$ cat src/rtl/ivl_uvm_ovl_no_trans_multi_pkg.sv
`timescale 1ns/1ps
// Shared state encoding, severity constant and saturating-increment helper
// for the ivl_uvm OVL no-transition checkers.
package ivl_uvm_ovl_pkg;

  typedef enum logic [1:0] {
    IDLE  = 2'd0,
    ARMED = 2'd1,
    HALT  = 2'd2
  } ovl_nt_state_e;

  localparam int OVL_SEV_ERROR = 1;

  // Increment v, holding at the all-ones value of a w-bit counter (w <= 32).
  function automatic logic [31:0] sat_inc(input logic [31:0] v, input int w);
    logic [31:0] max_val;
    max_val = (w >= 32) ? 32'hFFFF_FFFF : ((32'd1 << w) - 32'd1);
    return (v >= max_val) ? v : v + 32'd1;
  endfunction

endpackage

$ cat src/rtl/ivl_uvm_ovl_no_trans_multi_if.sv
`timescale 1ns/1ps
// Signal bundle between a bench (master) and the multi-pair no-transition
// checker (slave).
interface ivl_uvm_ovl_no_trans_multi_if #(
  parameter int WIDTH     = 8,
  parameter int NUM_PAIRS = 4,
  parameter int CNT_W     = 16,
  parameter int PAIR_W    = (NUM_PAIRS > 1) ? $clog2(NUM_PAIRS) : 1
);
  logic                       enable;
  logic                       clear;
  logic [WIDTH-1:0]           test_expr;
  logic [NUM_PAIRS*WIDTH-1:0] start_state;
  logic [NUM_PAIRS*WIDTH-1:0] next_state;
  logic [NUM_PAIRS-1:0]       fire;
  logic [CNT_W-1:0]           error_count;
  logic                       first_valid;
  logic [PAIR_W-1:0]          first_pair;
  logic [CNT_W-1:0]           cover_hits;

  modport master (
    output enable, clear, test_expr, start_state, next_state,
    input  fire, error_count, first_valid, first_pair, cover_hits
  );

  modport slave (
    input  enable, clear, test_expr, start_state, next_state,
    output fire, error_count, first_valid, first_pair, cover_hits
  );
endinterface

$ cat src/rtl/ivl_uvm_ovl_no_trans_multi_pair_cmp.sv
`timescale 1ns/1ps
// One forbidden-pair comparator: holds the start state seen at the previous
// enabled edge and flags prev==start && test_expr==next (violation) plus a start hit.
module ivl_uvm_ovl_nt_pair_cmp
  import ivl_uvm_ovl_pkg::*;
#(
  parameter int WIDTH = 8
) (
  input  logic             clock,
  input  logic             reset,
  input  logic             capture,
  input  logic [WIDTH-1:0] start_state,
  input  logic [WIDTH-1:0] next_state,
  input  logic [WIDTH-1:0] test_expr,
  input  logic [WIDTH-1:0] prev,
  output logic             hit,
  output logic             viol
);
  logic [WIDTH-1:0] prev_start;

  always_ff @(posedge clock or negedge reset) begin
    if (!reset)       prev_start <= '0;
    else if (capture) prev_start <= start_state;
  end

  // if-based compare so an X operand falls to the no-match branch
  always_comb begin
    hit  = 1'b0;
    viol = 1'b0;
    if (test_expr == start_state) hit = 1'b1;
    if ((prev == prev_start) && (test_expr == next_state)) viol = 1'b1;
  end
endmodule

$ cat src/rtl/ivl_uvm_ovl_no_trans_multi.sv
`timescale 1ns/1ps
// Multi-pair forbidden-transition checker: registered per-pair fire (latency 1),
// saturating error count, first-violation capture, report limit. Optional macro OVL_NO_TRANS_COVER_EN.
module ivl_uvm_ovl_no_trans_multi
  import ivl_uvm_ovl_pkg::*;
#(
  parameter int WIDTH      = 8,
  parameter int NUM_PAIRS  = 4,
  parameter int CNT_W      = 16,
  parameter int MAX_REPORT = 0,
  parameter     MSG        = "VIOLATION"
) (
  input logic clock,
  input logic reset,
  ivl_uvm_ovl_no_trans_multi_if.slave bus
);
  localparam int PAIR_W = (NUM_PAIRS > 1) ? $clog2(NUM_PAIRS) : 1;

  localparam logic [1:0] S_IDLE  = IDLE;
  localparam logic [1:0] S_ARMED = ARMED;
  localparam logic [1:0] S_HALT  = HALT;

  logic [1:0]           state;
  logic [WIDTH-1:0]     prev;
  logic [NUM_PAIRS-1:0] hit_vec;
  logic [NUM_PAIRS-1:0] raw_vec;
  logic [NUM_PAIRS-1:0] viol_vec;
  logic [CNT_W-1:0]     reported;
  logic                 any_viol;
  logic                 report;
  logic                 at_limit;
  logic [PAIR_W-1:0]    low_idx;

  for (genvar g = 0; g < NUM_PAIRS; g++) begin : g_pair
    ivl_uvm_ovl_nt_pair_cmp #(.WIDTH(WIDTH)) u_cmp (
      .clock       (clock),
      .reset       (reset),
      .capture     (bus.enable),
      .start_state (bus.start_state[g*WIDTH +: WIDTH]),
      .next_state  (bus.next_state[g*WIDTH +: WIDTH]),
      .test_expr   (bus.test_expr),
      .prev        (prev),
      .hit         (hit_vec[g]),
      .viol        (raw_vec[g])
    );
  end

  assign viol_vec = ((state != S_IDLE) && bus.enable) ? raw_vec : '0;
  assign any_viol = |viol_vec;
  assign report   = any_viol && (state == S_ARMED) && !bus.clear;
  assign at_limit = (MAX_REPORT != 0) &&
                    ((32'(reported) + 32'd1) == 32'(MAX_REPORT));

  always_comb begin
    low_idx = '0;
    for (int i = NUM_PAIRS - 1; i >= 0; i--)
      if (viol_vec[i]) low_idx = PAIR_W'(i);
  end

  always_ff @(posedge clock or negedge reset) begin
    if (!reset)          prev <= '0;
    else if (bus.enable) prev <= bus.test_expr;
  end

  always_ff @(posedge clock or negedge reset) begin
    if (!reset) begin
      state           <= S_IDLE;
      bus.fire        <= '0;
      bus.error_count <= '0;
      bus.first_valid <= 1'b0;
      bus.first_pair  <= '0;
      reported        <= '0;
    end else if (bus.clear) begin
      state           <= S_IDLE;
      bus.fire        <= '0;
      bus.error_count <= '0;
      bus.first_valid <= 1'b0;
      bus.first_pair  <= '0;
      reported        <= '0;
    end else begin
      bus.fire <= report ? viol_vec : '0;
      if (any_viol)
        bus.error_count <= CNT_W'(sat_inc(32'(bus.error_count), CNT_W));
      if (any_viol && !bus.first_valid) begin
        bus.first_valid <= 1'b1;
        bus.first_pair  <= low_idx;
      end
      if (report)
        reported <= CNT_W'(sat_inc(32'(reported), CNT_W));
      case (state)
        S_IDLE:  if (bus.enable) state <= S_ARMED;
        S_ARMED: begin
          if (!bus.enable)          state <= S_IDLE;
          else if (report && at_limit) state <= S_HALT;
        end
        S_HALT:  state <= S_HALT;
        default: state <= S_IDLE;
      endcase
    end
  end

`ifdef OVL_NO_TRANS_COVER_EN
  always_ff @(posedge clock or negedge reset) begin
    if (!reset)                        bus.cover_hits <= '0;
    else if (bus.clear)                bus.cover_hits <= '0;
    else if (bus.enable && |hit_vec)
      bus.cover_hits <= CNT_W'(sat_inc(32'(bus.cover_hits), CNT_W));
  end
`else
  logic unused_hits;
  assign unused_hits    = ^hit_vec;
  assign bus.cover_hits = '0;
`endif

`ifndef SYNTHESIS
  always @(posedge clock) begin
    if (reset && report)
      for (int i = 0; i < NUM_PAIRS; i++)
        if (viol_vec[i])
          $display("OVL_ERROR %s pair=%0d %h->%h t=%0t", MSG, i, prev, bus.test_expr, $time);
  end
`endif
endmodule

$ cat src/flat_wrapper.sv
// flat-port wrapper written by rule: the top's interface ports become plain ports
module ivl_uvm_ovl_no_trans_multi_flat import ivl_uvm_ovl_pkg::*;
#(
  parameter int WIDTH      = 8,
  parameter int NUM_PAIRS  = 4,
  parameter int CNT_W      = 16,
  parameter int MAX_REPORT = 0,
  parameter     MSG        = "         "
)
  (clock, reset, bus_enable, bus_clear, bus_test_expr, bus_start_state, bus_next_state, bus_fire, bus_error_count, bus_first_valid, bus_first_pair, bus_cover_hits);
  ivl_uvm_ovl_no_trans_multi_if #(.WIDTH(WIDTH), .NUM_PAIRS(NUM_PAIRS), .CNT_W(CNT_W)) bus_i ();
  input logic clock;
  input logic reset;
  input wire logic [$bits(bus_i.enable)-1:0] bus_enable;
  input wire logic [$bits(bus_i.clear)-1:0] bus_clear;
  input wire logic [$bits(bus_i.test_expr)-1:0] bus_test_expr;
  input wire logic [$bits(bus_i.start_state)-1:0] bus_start_state;
  input wire logic [$bits(bus_i.next_state)-1:0] bus_next_state;
  output wire logic [$bits(bus_i.fire)-1:0] bus_fire;
  output wire logic [$bits(bus_i.error_count)-1:0] bus_error_count;
  output wire logic [$bits(bus_i.first_valid)-1:0] bus_first_valid;
  output wire logic [$bits(bus_i.first_pair)-1:0] bus_first_pair;
  output wire logic [$bits(bus_i.cover_hits)-1:0] bus_cover_hits;
  assign bus_i.enable = bus_enable;
  assign bus_i.clear = bus_clear;
  assign bus_i.test_expr = bus_test_expr;
  assign bus_i.start_state = bus_start_state;
  assign bus_i.next_state = bus_next_state;
  assign bus_fire = bus_i.fire;
  assign bus_error_count = bus_i.error_count;
  assign bus_first_valid = bus_i.first_valid;
  assign bus_first_pair = bus_i.first_pair;
  assign bus_cover_hits = bus_i.cover_hits;
  ivl_uvm_ovl_no_trans_multi #(.WIDTH(WIDTH), .NUM_PAIRS(NUM_PAIRS), .CNT_W(CNT_W), .MAX_REPORT(MAX_REPORT), .MSG(MSG)) u_core (.clock(clock), .reset(reset), .bus(bus_i));
endmodule
$ cat config.mk
export PLATFORM = sky130hd
export DESIGN_NAME = ivl_uvm_ovl_no_trans_multi_flat
export DESIGN_NICKNAME = d
export VERILOG_FILES = /design/src/rtl/ivl_uvm_ovl_no_trans_multi_pkg.sv /design/src/rtl/ivl_uvm_ovl_no_trans_multi_if.sv /design/src/rtl/ivl_uvm_ovl_no_trans_multi_pair_cmp.sv /design/src/rtl/ivl_uvm_ovl_no_trans_multi.sv /design/src/flat_wrapper.sv
export SDC_FILE = /design/constraint.sdc
export NUM_CORES = 1
export LEC_CHECK = 0
export ABC_CLOCK_PERIOD_IN_PS = 2500
export BUFFER_PORTS_ARGS = -buffer_cell sky130_fd_sc_hd__buf_4
export CAP_MARGIN = 20
export CORE_UTILIZATION = 52
export CTS_CLUSTER_DIAMETER = 40
export DETAILED_ROUTE_END_ITERATION = 7
export GPL_ROUTABILITY_DRIVEN = 0
export HOLD_SLACK_MARGIN = 0.03
export PLACE_DENSITY = 0.88
export SLEW_MARGIN = 40
export SYNTH_ARGS = -nofsm -noshare
export SYNTH_HDL_FRONTEND = slang
export SYNTH_SLANG_ARGS = --single-unit
$ cat constraint.sdc
create_clock -name clock -period 2.5 [get_ports clock]
set_clock_uncertainty 0.2 [all_clocks]
set_input_delay 0.5 -clock clock [delete_from_list [all_inputs] [get_ports clock]]
set_output_delay 0.5 -clock clock [all_outputs]
set_load 0.1 [all_outputs]
==> parameters.txt, run 1 <==
Parameter                              Value

Outcome
  Outcome    completed

Drt
  Average wire per cell in the routed design    15.8 um
  Overall routed net length    8550 um
  Final ANT Viol Nets    0
  Average via count per standard cell    about 5.3
  Drt initial violations    104
  Final routed DRC violation total    0
  TritonRoute pass-1 iters    4
  Routed via count    ~2900

Placed design
  Cell Area, Placed    approximately 0.0045 mm2
  Post-placement cell count    around 530
  PortBufs    98
  Detailed placement HPWL    6460 um

CTS
  Root buffer selected by CTS    clkbuf_8
  Latest clock arrival within the worst-skew pair    350 ps
  CTS Buffer Depth    2
  Clock transition at the registers of the reported paths    80 ps
  Number of H-tree levels    3
  # Post-CTS Setup Buffers    0
  Cts bufs inserted    9
  Clock Sinks    65
  TritonCTS clock tree    done

Logic synthesis
  Top-area cell type share of the netlist area    about 44%
  Syn avg cell area    10.8 um2
  Number of flip-flops and latches in the synthesized netlist    65
  Most common flop cell mapped by yosys    dfrtp_1
  Sequential-to-total area share from yosys stat    ~44%
  Most area-consuming cells after synthesis    dfrtp_1 (44%), mux2_2 (12%), xor2_1 (8.1%)
  Count of unique library cells instantiated by Yosys    35
  Number of warnings printed during yosys synthesis    0
  Share of synthesized registers carrying an async set or reset    100%
  Number of flops mapped to enable cells by yosys    0
  Synth Cell Area    0.00368 mm2
  Most area-hungry cell type in the Yosys netlist    dfrtp_1
  Number of cells produced by synthesis    340

Global route
  Vias in the first global route    around 3000
  Total track usage    between 20 and 25%
  Largest net degree at the start of global routing    48
  Wire length of the first global-routing pass    14000 um
  Overflow left after global routing    0
  Initial antenna violation count    0

Worst setup path
  Reg-to-reg startpoint    u_core.bus.error_count[0]$_DFFE_PN0P_
  Crit path max fanout    7
  Required time reported for the critical path endpoint    2560 ps
  Reg-to-reg setup timing slack    90 ps
  Classification of the worst setup path    reg2reg
  Crit Reg-Reg Endpoint    u_core.bus.error_count[11]$_DFFE_PN0P_
  Cell count of the worst reg-to-reg path    9
  Data arrival, critical path    approximately 2500 ps
  Capturing element type of the critical path    register
  Startpoint type of the worst setup path    register

Worst hold path
  Start point of the worst hold path    bus_start_state[27]
  Cell depth of the worst min-delay path    2
  Hold crit path type    in2reg
  Destination of the worst hold path    u_core.g_pair[3].u_cmp.prev_start[3]$_DFFE_PN0P_

STA
  Accumulated negative setup slack    0 ps
  Unrepaired setup endpoints after global routing    false
  Worst slew pin tran    526 ps
  Slew Limit Headroom    about two thirds
  Final-report setup violation count    0
  F_max    slightly above 0.4 GHz
  Final worst-path cycle share    96.4%
  Fin. Hold Viols    0
  Number of max-slew violations in the final report    0
  Tmin final    2410 ps

Power and ir drop
  Internal power    roughly 1900 uW
  Power consumption    2600 uW
  Relative contribution of the clock network to total power    between 30 and 40%
  Leak Pwr    0.00209 uW
  Combinational group share of total power    between 10% and 20%
  Switching share of power    ~28%
  Maximum vdd drop    0.360 mV
  Sequential share of power    45.7%
  Net switching power figure    734 uW
  Power density normalized to cell area    around 550 mW/mm2

Finish
  Share of cells above drive strength 1    a little over two fifths
  Most common cell after layout, fill and taps aside    buf_4
  Area growth, synth to finish    27.5%
  Diodes inserted    0
  Post-route standard cell area excluding fillers    0.00469 mm2
  Most used cells in the layout excluding fill and tap cells    buf_4 (114), dfrtp_1 (56), mux2_2 (40)
  Post-Route Utilization    68.7%
  Net total in the final layout    518
  Post-route insts no fill    about 540

Floorplanning
  Placeable Area    0.00683 mm2
  DIE HEIGHT    86.2 um
  Effective utilization at floorplan    between 50 and 60%
  Standard-cell row count    30
  Top-level port count    roughly 120
  Full die area    0.00742 mm2
  Overall die width    86.2 um

Flow run
  Max_cap viols    0
logic make-up after synthesis:
family                     count (synthesis)  share of synthesized area [%]
AOI/OAI and AO/OA                         36                           5.98
xor gates and xnor gates                  66                           15.7
adders and majority gates                  1                          0.340
buffers and inverters                     43                           7.82
DFF                                       65                           44.2
muxes                                     40                           12.2
other                                      1                          0.102
and+or+nand+nor                           88                           13.7
repair_timing:
| action | in CTS | in global routing |
|---|---|---|
| hold buffers | 1 | 0 |
| endpoints found under the setup margin | 0 | 15 |
| gates resized for setup | 0 | 4 |
| endpoints found under the hold margin | 18 | 0 |
cells in the mapped netlist, types with 5 or more instances:
cell type / instances
buf_4: 16
and3_1: 5
xor2_1: 34
nand4_1: 16
nor2_1: 21
dfrtp_1: 65
clkbuf_1: 5
nand3_1: 6
o21ai_1: 8
or3_1: 10
nor3_1: 5
nand2_1: 11
a21oi_1: 18
buf_6: 6
xnor2_1: 32
mux2_2: 40
buf_2: 13
state kept, by name (all words and copies together) (netlist names):
register and flops:
u_core.bus.error_count 16, u_core.bus.fire 4, u_core.bus.first_pair 2, u_core.bus.first_valid 1, u_core.g_pair.u_cmp.prev_start 32, u_core.prev 8, u_core.state 2
through the flow:
| stage | setup slack [ps] | hold WS (ps) |
|---|---|---|
| finish | 89.0 | 189 |
| global placement | -76.8 | 189 |
| detailed placement | -107 | 192 |
| floorplan | 69.4 | 4.41 |
| CTS | 5.26 | 177 |
| global route | 3.56 | 179 |
critical path: stages, from the launching register on:
cell and delay (ps):
dfrtp_4 510, ha_1 230, and3_1 220, nand3_2 150
inv_1 70, a211oi_2 210, o41ai_2 110, buf_4 170
or3_1 300, a21oi_1 150
how the worst max path moves through the flow:
stage,endpoint,startpoint,depth (start not counted),slack [ps]
3_3_place_gp,u_core.bus.error_count[8]$_DFFE_PN0P_,bus_test_expr[3],8,-80
4_1_cts,u_core.bus.error_count[8]$_DFFE_PN0P_,u_core.bus.error_count[0]$_DFFE_PN0P_,9,5
2_1_floorplan,u_core.bus.error_count[0]$_DFFE_PN0P_,u_core.bus.error_count[6]$_DFFE_PN0P_,8,70
5_1_grt,u_core.bus.error_count[8]$_DFFE_PN0P_,u_core.prev[1]$_DFFE_PN0P_,8,4
6_report,u_core.bus.error_count[11]$_DFFE_PN0P_,u_core.bus.error_count[0]$_DFFE_PN0P_,9,90
3_5_place_dp,u_core.bus.error_count[8]$_DFFE_PN0P_,bus_test_expr[3],8,-110
metal layers:
layer	GRT usage [%]	share of wire (%)	vias to the layer above
met1	30.4	42	1365
met2	40.9	49	121
li1	-	-	1345
met5	0	0	-
met4	13.6	2.8	0
met3	5.49	6.2	24
layout make-up:
cell class | count | area (um2)
clock inverters | 3 | 40.0
inverters | 2 | 7.51
multi-input cells | 247 | 1840
well taps | 96 | 120
fillers | 524 | 2140
flip-flops and latches | 65 | 1640
repair buffers | 116 | 886
clock buffers | 12 | 155
power groups by stage:
stage                     Clock [uW]  Sequential, uW  Combinational, uW
final                            900            1190                511
after global routing             961            1190                547
after CTS                        909            1190                510
after detailed placement           0            1210                506
after global placement             0            1200                490
after floorplan                    0            1170                394
No activity file was read; power rests on OpenSTA's default activity.
==> run 2: changes to the inputs <==
==> constraint.sdc (replaced) <==
create_clock -name clock -period 2.5 [get_ports clock]
set_clock_uncertainty 0.2 [all_clocks]
set_input_delay 0.125 -clock clock [delete_from_list [all_inputs] [get_ports clock]]
set_output_delay 0.125 -clock clock [all_outputs]
set_load 0.1 [all_outputs]
==> parameters.txt, run 2 (synthesized netlist as in run 1, its figures left out) <==
Parameter                              Value

Global route
  Vias in the first global route    3251 (+10%)
  Wire length of the first global-routing pass    15400 um (+9.8%)
  Overflow left after global routing    0 (unchanged)
  Initial antenna violation count    0 (unchanged)
  Total track usage    27.7% (+2.9 points)
  Largest net degree at the start of global routing    66 (+38%)

Flow run
  Max_cap viols    0 (unchanged)

Worst setup path
  Critical-path top delay cell    dfrtp_2
  Critical path launch point    u_core.bus.error_count[9]$_DFFE_PN0P_
  Classification of the worst setup path    reg2reg
  Critical path's most frequent cell    and3_1
  Crit path max fanout    7 (unchanged)
  Startpoint type of the worst setup path    register
  Capturing element type of the critical path    register
  Required time reported for the critical path endpoint    2570 ps (about the same)
  Critical Path End    u_core.bus.error_count[11]$_DFFE_PN0P_
  Cells along the critical path    and3_1, and3_1, and3_1, a211oi_2, o41ai_4, or3_1, a21oi_1
  Reg-to-reg startpoint    u_core.bus.error_count[9]$_DFFE_PN0P_
  Data arrival, critical path    2540 ps (+70 ps)
  Max incr delay on CP    440 ps (-70 ps)
  Reg-to-reg setup timing slack    20 ps (-70 ps)
  Cell count of the worst reg-to-reg path    7 (-2)
  Crit Reg-Reg Endpoint    u_core.bus.error_count[11]$_DFFE_PN0P_

STA
  WHS    116 ps (-72.3 ps)
  Slew Limit Headroom    53.9% (-11 points)
  Fin. Hold Viols    0 (unchanged)
  Worst slew pin tran    683 ps (+157 ps)
  Tmin final    2480 ps (+65.2 ps)
  Number of max-slew violations in the final report    0 (unchanged)
  Final worst-path cycle share    99.0% (+2.6 points)
  F_max    0.404 GHz (-2.6%)
  Worst path setup slack after routing    23.8 ps (-65.2 ps)
  Unrepaired setup endpoints after global routing    true
  Final-report setup violation count    0 (unchanged)

Floorplanning
  Top-level port count    115 (unchanged)
  Full die area    0.00742 mm2 (unchanged)
  Standard-cell row count    30 (unchanged)
  Effective utilization at floorplan    53.9% (unchanged)
  DIE HEIGHT    86.2 um (unchanged)
  Placeable Area    0.00683 mm2 (unchanged)
  Overall die width    86.2 um (unchanged)

Finish
  Share of cells above drive strength 1    40.0% (-2.7 points)
  Number of fill cells    430 (-18%)
  Multi-input gate area    0.00188 mm2 (+2.0%)
  Post-Route Utilization    76.3% (+7.6 points)
  Most common cell after layout, fill and taps aside    buf_4
  Diodes inserted    0 (unchanged)
  Post-route standard cell area excluding fillers    0.00521 mm2 (+11%)
  Most flop-heavy register    u_core.g_pair.u_cmp.prev_start
  Registers with the most flip-flops    u_core.g_pair.u_cmp.prev_start: 32 flops, u_core.bus.error_count: 16 flops, u_core.prev: 8 flops
  Net total in the final layout    567 (+9.5%)
  Area growth, synth to finish    41.6%
  Area occupied by registers    0.00164 mm2 (about the same)
  Number of flip-flops under the largest register name    32 (unchanged)
  Most used cells in the layout excluding fill and tap cells    buf_4 (121), dfrtp_1 (55), dlygate4sd3_1 (42)

Power and ir drop
  Maximum vdd drop    0.406 mV (+13%)
  Sequential share of power    42.6% (-3.1 points)
  Combinational group share of total power    20.9% (+1.2 points)
  Power density normalized to cell area    536 mW/mm2 (-3.2%)
  Switching share of power    27.7% (-0.57 points)
  Leak Pwr    0.00232 uW (+11%)
  Relative contribution of the clock network to total power    36.5% (+1.9 points)
  Internal power    2020 uW (+8.4%)
  Net switching power figure    774 uW (+5.4%)

CTS
  Cts bufs inserted    9 (unchanged)
  CTS Buffer Depth    2 (unchanged)
  Clock transition at the registers of the reported paths    70 ps (about the same)
  Number of H-tree levels    3 (unchanged)
  Latest clock arrival within the worst-skew pair    350 ps (about the same)
  Clock Sinks    65 (unchanged)
  TritonCTS clock tree    done
  Root buffer selected by CTS    clkbuf_8

Placed design
  PortBufs    98 (unchanged)
  Cell Area, Placed    0.00451 mm2 (+0.81%)
  Pre-CTS setup slack    -18.8 ps (+88.3 ps)
  Detailed placement HPWL    6660 um (+3.1%)

Drt
  TritonRoute pass-1 iters    5 (+1)
  Final ANT Viol Nets    0 (unchanged)
  Average wire per cell in the routed design    17.6 um (+11%)
  Routed via count    3236 (+13%)
  Final routed DRC violation total    0 (unchanged)
  Overall routed net length    10400 um (+22%)
  Drt initial violations    353 (+240%)
  Average via count per standard cell    5.48 (+3.8%)

Worst hold path
  Hold crit path type    in2reg

Outcome
  Outcome    completed
-- run 2: cell types whose count changed in the layout (fill, tap and decap cells not counted), moves of 2 or more --
cell,before,now
dlygate4sd3_1,1,42
buf_4,114,121
and4_1,2,0
and4_2,0,2
clkbuf_1,1,3
clkinv_2,2,0
nor2_1,19,21
nor2_2,2,0
o41ai_4,0,2
-- run 2: critical path, delay by kind of cell, from the launching register on --
kind	cells	cell delay, ps
and+or+nand+nor	4	1020
AOI/OAI and AO/OA	3	730
DFF	1	440
-- run 2: metal layers --
layer | part of all wire (%) | vias up | GRT usage, %
met5 | 0 | - | 0
met4 | 4.6 | 0 | 11.7
met3 | 6.8 | 51 | 7.03
met2 | 50 | 187 | 49.4
met1 | 38 | 1550 | 31.5
li1 | - | 1448 | -
-- run 2: cell type report --
class	instances	area share [%]
clock buffer	14	3.12
clock inverter	2	1.15
inverter	2	0.144
multi-input combinational	248	36.0
sequential	65	31.5
tap	96	2.30
timing repair buffer	164	25.7
-- run 2: power groups by stage --
stage	combinational (uW)	sequential, uW	clock, uW
2_1_floorplan	394	1170	0
3_3_place_gp	498	1200	0
3_5_place_dp	511	1210	0
4_1_cts	566	1190	1010
5_1_grt	620	1200	1070
6_report	583	1190	1020
-- run 2: stage by stage --
step,total power [uW],cells,setup TNS [ps]
after detailed placement,1720,530,-18.8
after CTS,2770,589,0
final,2790,591,0
after global routing,2880,591,-390
after floorplan,1560,355,0
after global placement,1700,530,-1770
-- run 2: worst min-delay path by stage --
stage | startpoint | endpoint | depth (start not counted)
floorplan | reset | u_core.bus.error_count[10]$_DFFE_PN0P_ | 0
global placement | reset | u_core.bus.error_count[0]$_DFFE_PN0P_ | 1
global route | bus_next_state[0] | u_core.bus.fire[0]$_DFF_PN0_ | 5
CTS | bus_next_state[3] | u_core.bus.fire[0]$_DFF_PN0_ | 5
detailed placement | reset | u_core.bus.error_count[0]$_DFFE_PN0P_ | 1
finish | bus_next_state[3] | u_core.bus.fire[0]$_DFF_PN0_ | 5
-- run 2: what timing repair did --
item,4_1_cts,5_1_grt
pin swaps,1,1
resized for setup,0,6
hold buffers,42,0
setup buffers,1,1
endpoints found under the hold margin,125,0
endpoints found under the setup margin,1,15
cloned,0,1
==> run 3: changes to the inputs <==
- CORE_MARGIN: unset -> 2
- PLACE_DENSITY: 0.88 -> 0.87
- SYNTH_HIERARCHICAL: unset -> 1
==> parameters.txt, run 3 <==
Parameter                              Value

Worst setup path
  Kind of cell with the highest combined delay on the critical path    simple AND/OR/NAND/NOR gates
  Data arrival, critical path    2590 ps (+50 ps)
  Capturing element type of the critical path    register
  Classification of the worst setup path    reg2reg
  Required time reported for the critical path endpoint    2570 ps (about the same)
  Critical-path top delay cell    dfrtp_1
  Cells along the critical path    xnor2_1, nand4_1, nor4_2, buf_4, nor4_4, nor2_4, o21ai_4, or3_1, a21oi_1
  Crit path max fanout    6 (-1)
  Count of buffering cells on the critical path with inverters included    1 (+1)
  Reg-to-reg setup timing slack    -20 ps (-40 ps)
  Crit Reg-Reg Endpoint    u_core/bus.error_count[8]$_DFFE_PN0P_
  Cell count of the worst reg-to-reg path    9 (+2)
  Max incr delay on CP    500 ps (+60 ps)
  Reg-to-reg startpoint    u_core/prev[0]$_DFFE_PN0P_
  Startpoint type of the worst setup path    register

Worst hold path
  Hold crit path type    in2async

Global route
  Initial antenna violation count    0 (unchanged)
  Total track usage    28.1% (+0.42 points)
  Largest net degree at the start of global routing    66 (unchanged)
  Wire length of the first global-routing pass    16000 um (+3.7%)
  Overflow left after global routing    0 (unchanged)
  Vias in the first global route    3158 (-2.9%)

STA
  Fin. Hold Viols    0 (unchanged)
  Tmin final    2520 ps (+44.0 ps)
  Unrepaired setup endpoints after global routing    true
  Number of max-slew violations in the final report    0 (unchanged)
  Final-report setup violation count    1 (+1)
  Worst path setup slack after routing    -20.1 ps (-44.0 ps)
  Final worst-path cycle share    101% (+1.8 points)
  F_max    0.397 GHz (-1.7%)
  Accumulated negative setup slack    -20.1 ps (-20.1 ps)
  Slew Limit Headroom    61.2% (+7.3 points)
  Worst slew pin tran    582 ps (-102 ps)

Floorplanning
  Overall die width    87.4 um (+1.4%)
  Full die area    0.00764 mm2 (+2.9%)
  Top-level port count    115 (unchanged)
  DIE HEIGHT    87.4 um (+1.4%)
  Placeable Area    0.00676 mm2 (-1.1%)
  Effective utilization at floorplan    53.5% (-0.38 points)
  Standard-cell row count    30 (unchanged)

Drt
  Overall routed net length    10500 um (+1.4%)
  Average via count per standard cell    5.65 (+3.1%)
  Final ANT Viol Nets    0 (unchanged)
  Average wire per cell in the routed design    19.2 um (+9.1%)
  TritonRoute pass-1 iters    4 (-1)
  Final routed DRC violation total    0 (unchanged)
  Routed via count    3100 (-4.2%)
  Drt initial violations    207 (-41%)

Logic synthesis
  Number of cells produced by synthesis    307 (-9.7%)
  Number of warnings printed during yosys synthesis    6 (+6)
  Syn avg cell area    11.8 um2 (+8.8%)
  Synth Cell Area    0.00362 mm2 (-1.8%)

Power and ir drop
  Leak Pwr    0.00229 uW (-1.4%)
  Maximum vdd drop    0.366 mV (-9.8%)
  Power consumption    2600 uW (-6.9%)
  Power density normalized to cell area    507 mW/mm2 (-5.4%)

CTS
  Root buffer selected by CTS    clkbuf_8
  Cts bufs inserted    9 (unchanged)
  Number of H-tree levels    3 (unchanged)
  TritonCTS clock tree    done
  Clock transition at the registers of the reported paths    70 ps (about the same)
  CTS Buffer Depth    2 (unchanged)
  # Post-CTS Setup Buffers    0 (-1)
  Latest clock arrival within the worst-skew pair    350 ps (about the same)
  Clock Sinks    65 (unchanged)

Finish
  Most flop-heavy register    u_core/g_pair.u_cmp/prev_start
  Share of cells above drive strength 1    39.7% (-0.34 points)
  Registers with the most flip-flops    u_core/g_pair.u_cmp/prev_start: 32 flops, u_core/bus.error_count: 16 flops, u_core/prev: 8 flops
  Area growth, synth to finish    41.9%
  Most common cell after layout, fill and taps aside    buf_4
  Most used cells in the layout excluding fill and tap cells    buf_4 (104), xnor2_1 (59), dfrtp_1 (59)
  Number of flip-flops under the largest register name    32 (unchanged)
  Diodes inserted    0 (unchanged)
  Net total in the final layout    541 (-4.6%)

Placed design
  PortBufs    98 (unchanged)
  Detailed placement HPWL    6470 um (-3.0%)

Outcome
  Outcome    finished, violations left
  Violated checks    setup timing

Flow run
  Max_cap viols    0 (unchanged)
run 3: layout make-up:
type                       count  area (um2)
timing repair buffer         157        1310
fill                         433        1630
multi-input combinational    231        1920
tap                           80         100
clock buffer                  12         145
sequential                    65        1630
clock inverter                 4        20.0
run 3: worst max path at each step:
| stage | start | cells past startpoint | slack [ps] | to |
|---|---|---|---|---|
| 3_5_place_dp | u_core/prev[2]$_DFFE_PN0P_ | 9 | 130 | u_core/bus.error_count[8]$_DFFE_PN0P_ |
| 5_1_grt | u_core/prev[0]$_DFFE_PN0P_ | 9 | -120 | u_core/bus.error_count[8]$_DFFE_PN0P_ |
| 6_report | u_core/prev[0]$_DFFE_PN0P_ | 9 | -20 | u_core/bus.error_count[8]$_DFFE_PN0P_ |
| 2_1_floorplan | u_core/bus.error_count[2]$_DFFE_PN0P_ | 6 | 40 | u_core/bus.error_count[5]$_DFFE_PN0P_ |
| 4_1_cts | u_core/prev[2]$_DFFE_PN0P_ | 9 | 80 | u_core/bus.error_count[8]$_DFFE_PN0P_ |
| 3_3_place_gp | u_core/prev[0]$_DFFE_PN0P_ | 9 | 220 | u_core/bus.error_count[8]$_DFFE_PN0P_ |
run 3: power breakdown:
group | switching (uW) | internal [uW]
combinational | 303 | 309
clock | 409 | 381
sequential | 81.4 | 1120
total | 793 | 1810
run 3: repair_timing:
item | 4_1_cts | 5_1_grt
hold buffers | 52 | 0
endpoints found under the setup margin | 0 | 9
gates resized for setup | 0 | 12
endpoints found under the hold margin | 126 | 0
run 3: stage by stage:
stage	util, %	setup WS [ps]	area [um2]	std cells	hold slack (ps)
final	75.9	-20.1	5130	549	134
after detailed placement	64.9	125	4390	481	73.6
after global routing	75.9	-122	5130	549	188
after floorplan	-	40.9	3670	322	-371
after global placement	64.9	218	4390	481	62.8
after CTS	75.1	79.7	5070	549	201
run 3: layer usage:
layer,share of wire (%),global-route usage [%],wire (um)
met1,38,33.6,3970
met2,51,48.1,5400
met3,7.2,5.78,761
met4,3.9,13.7,406
met5,0,0,0
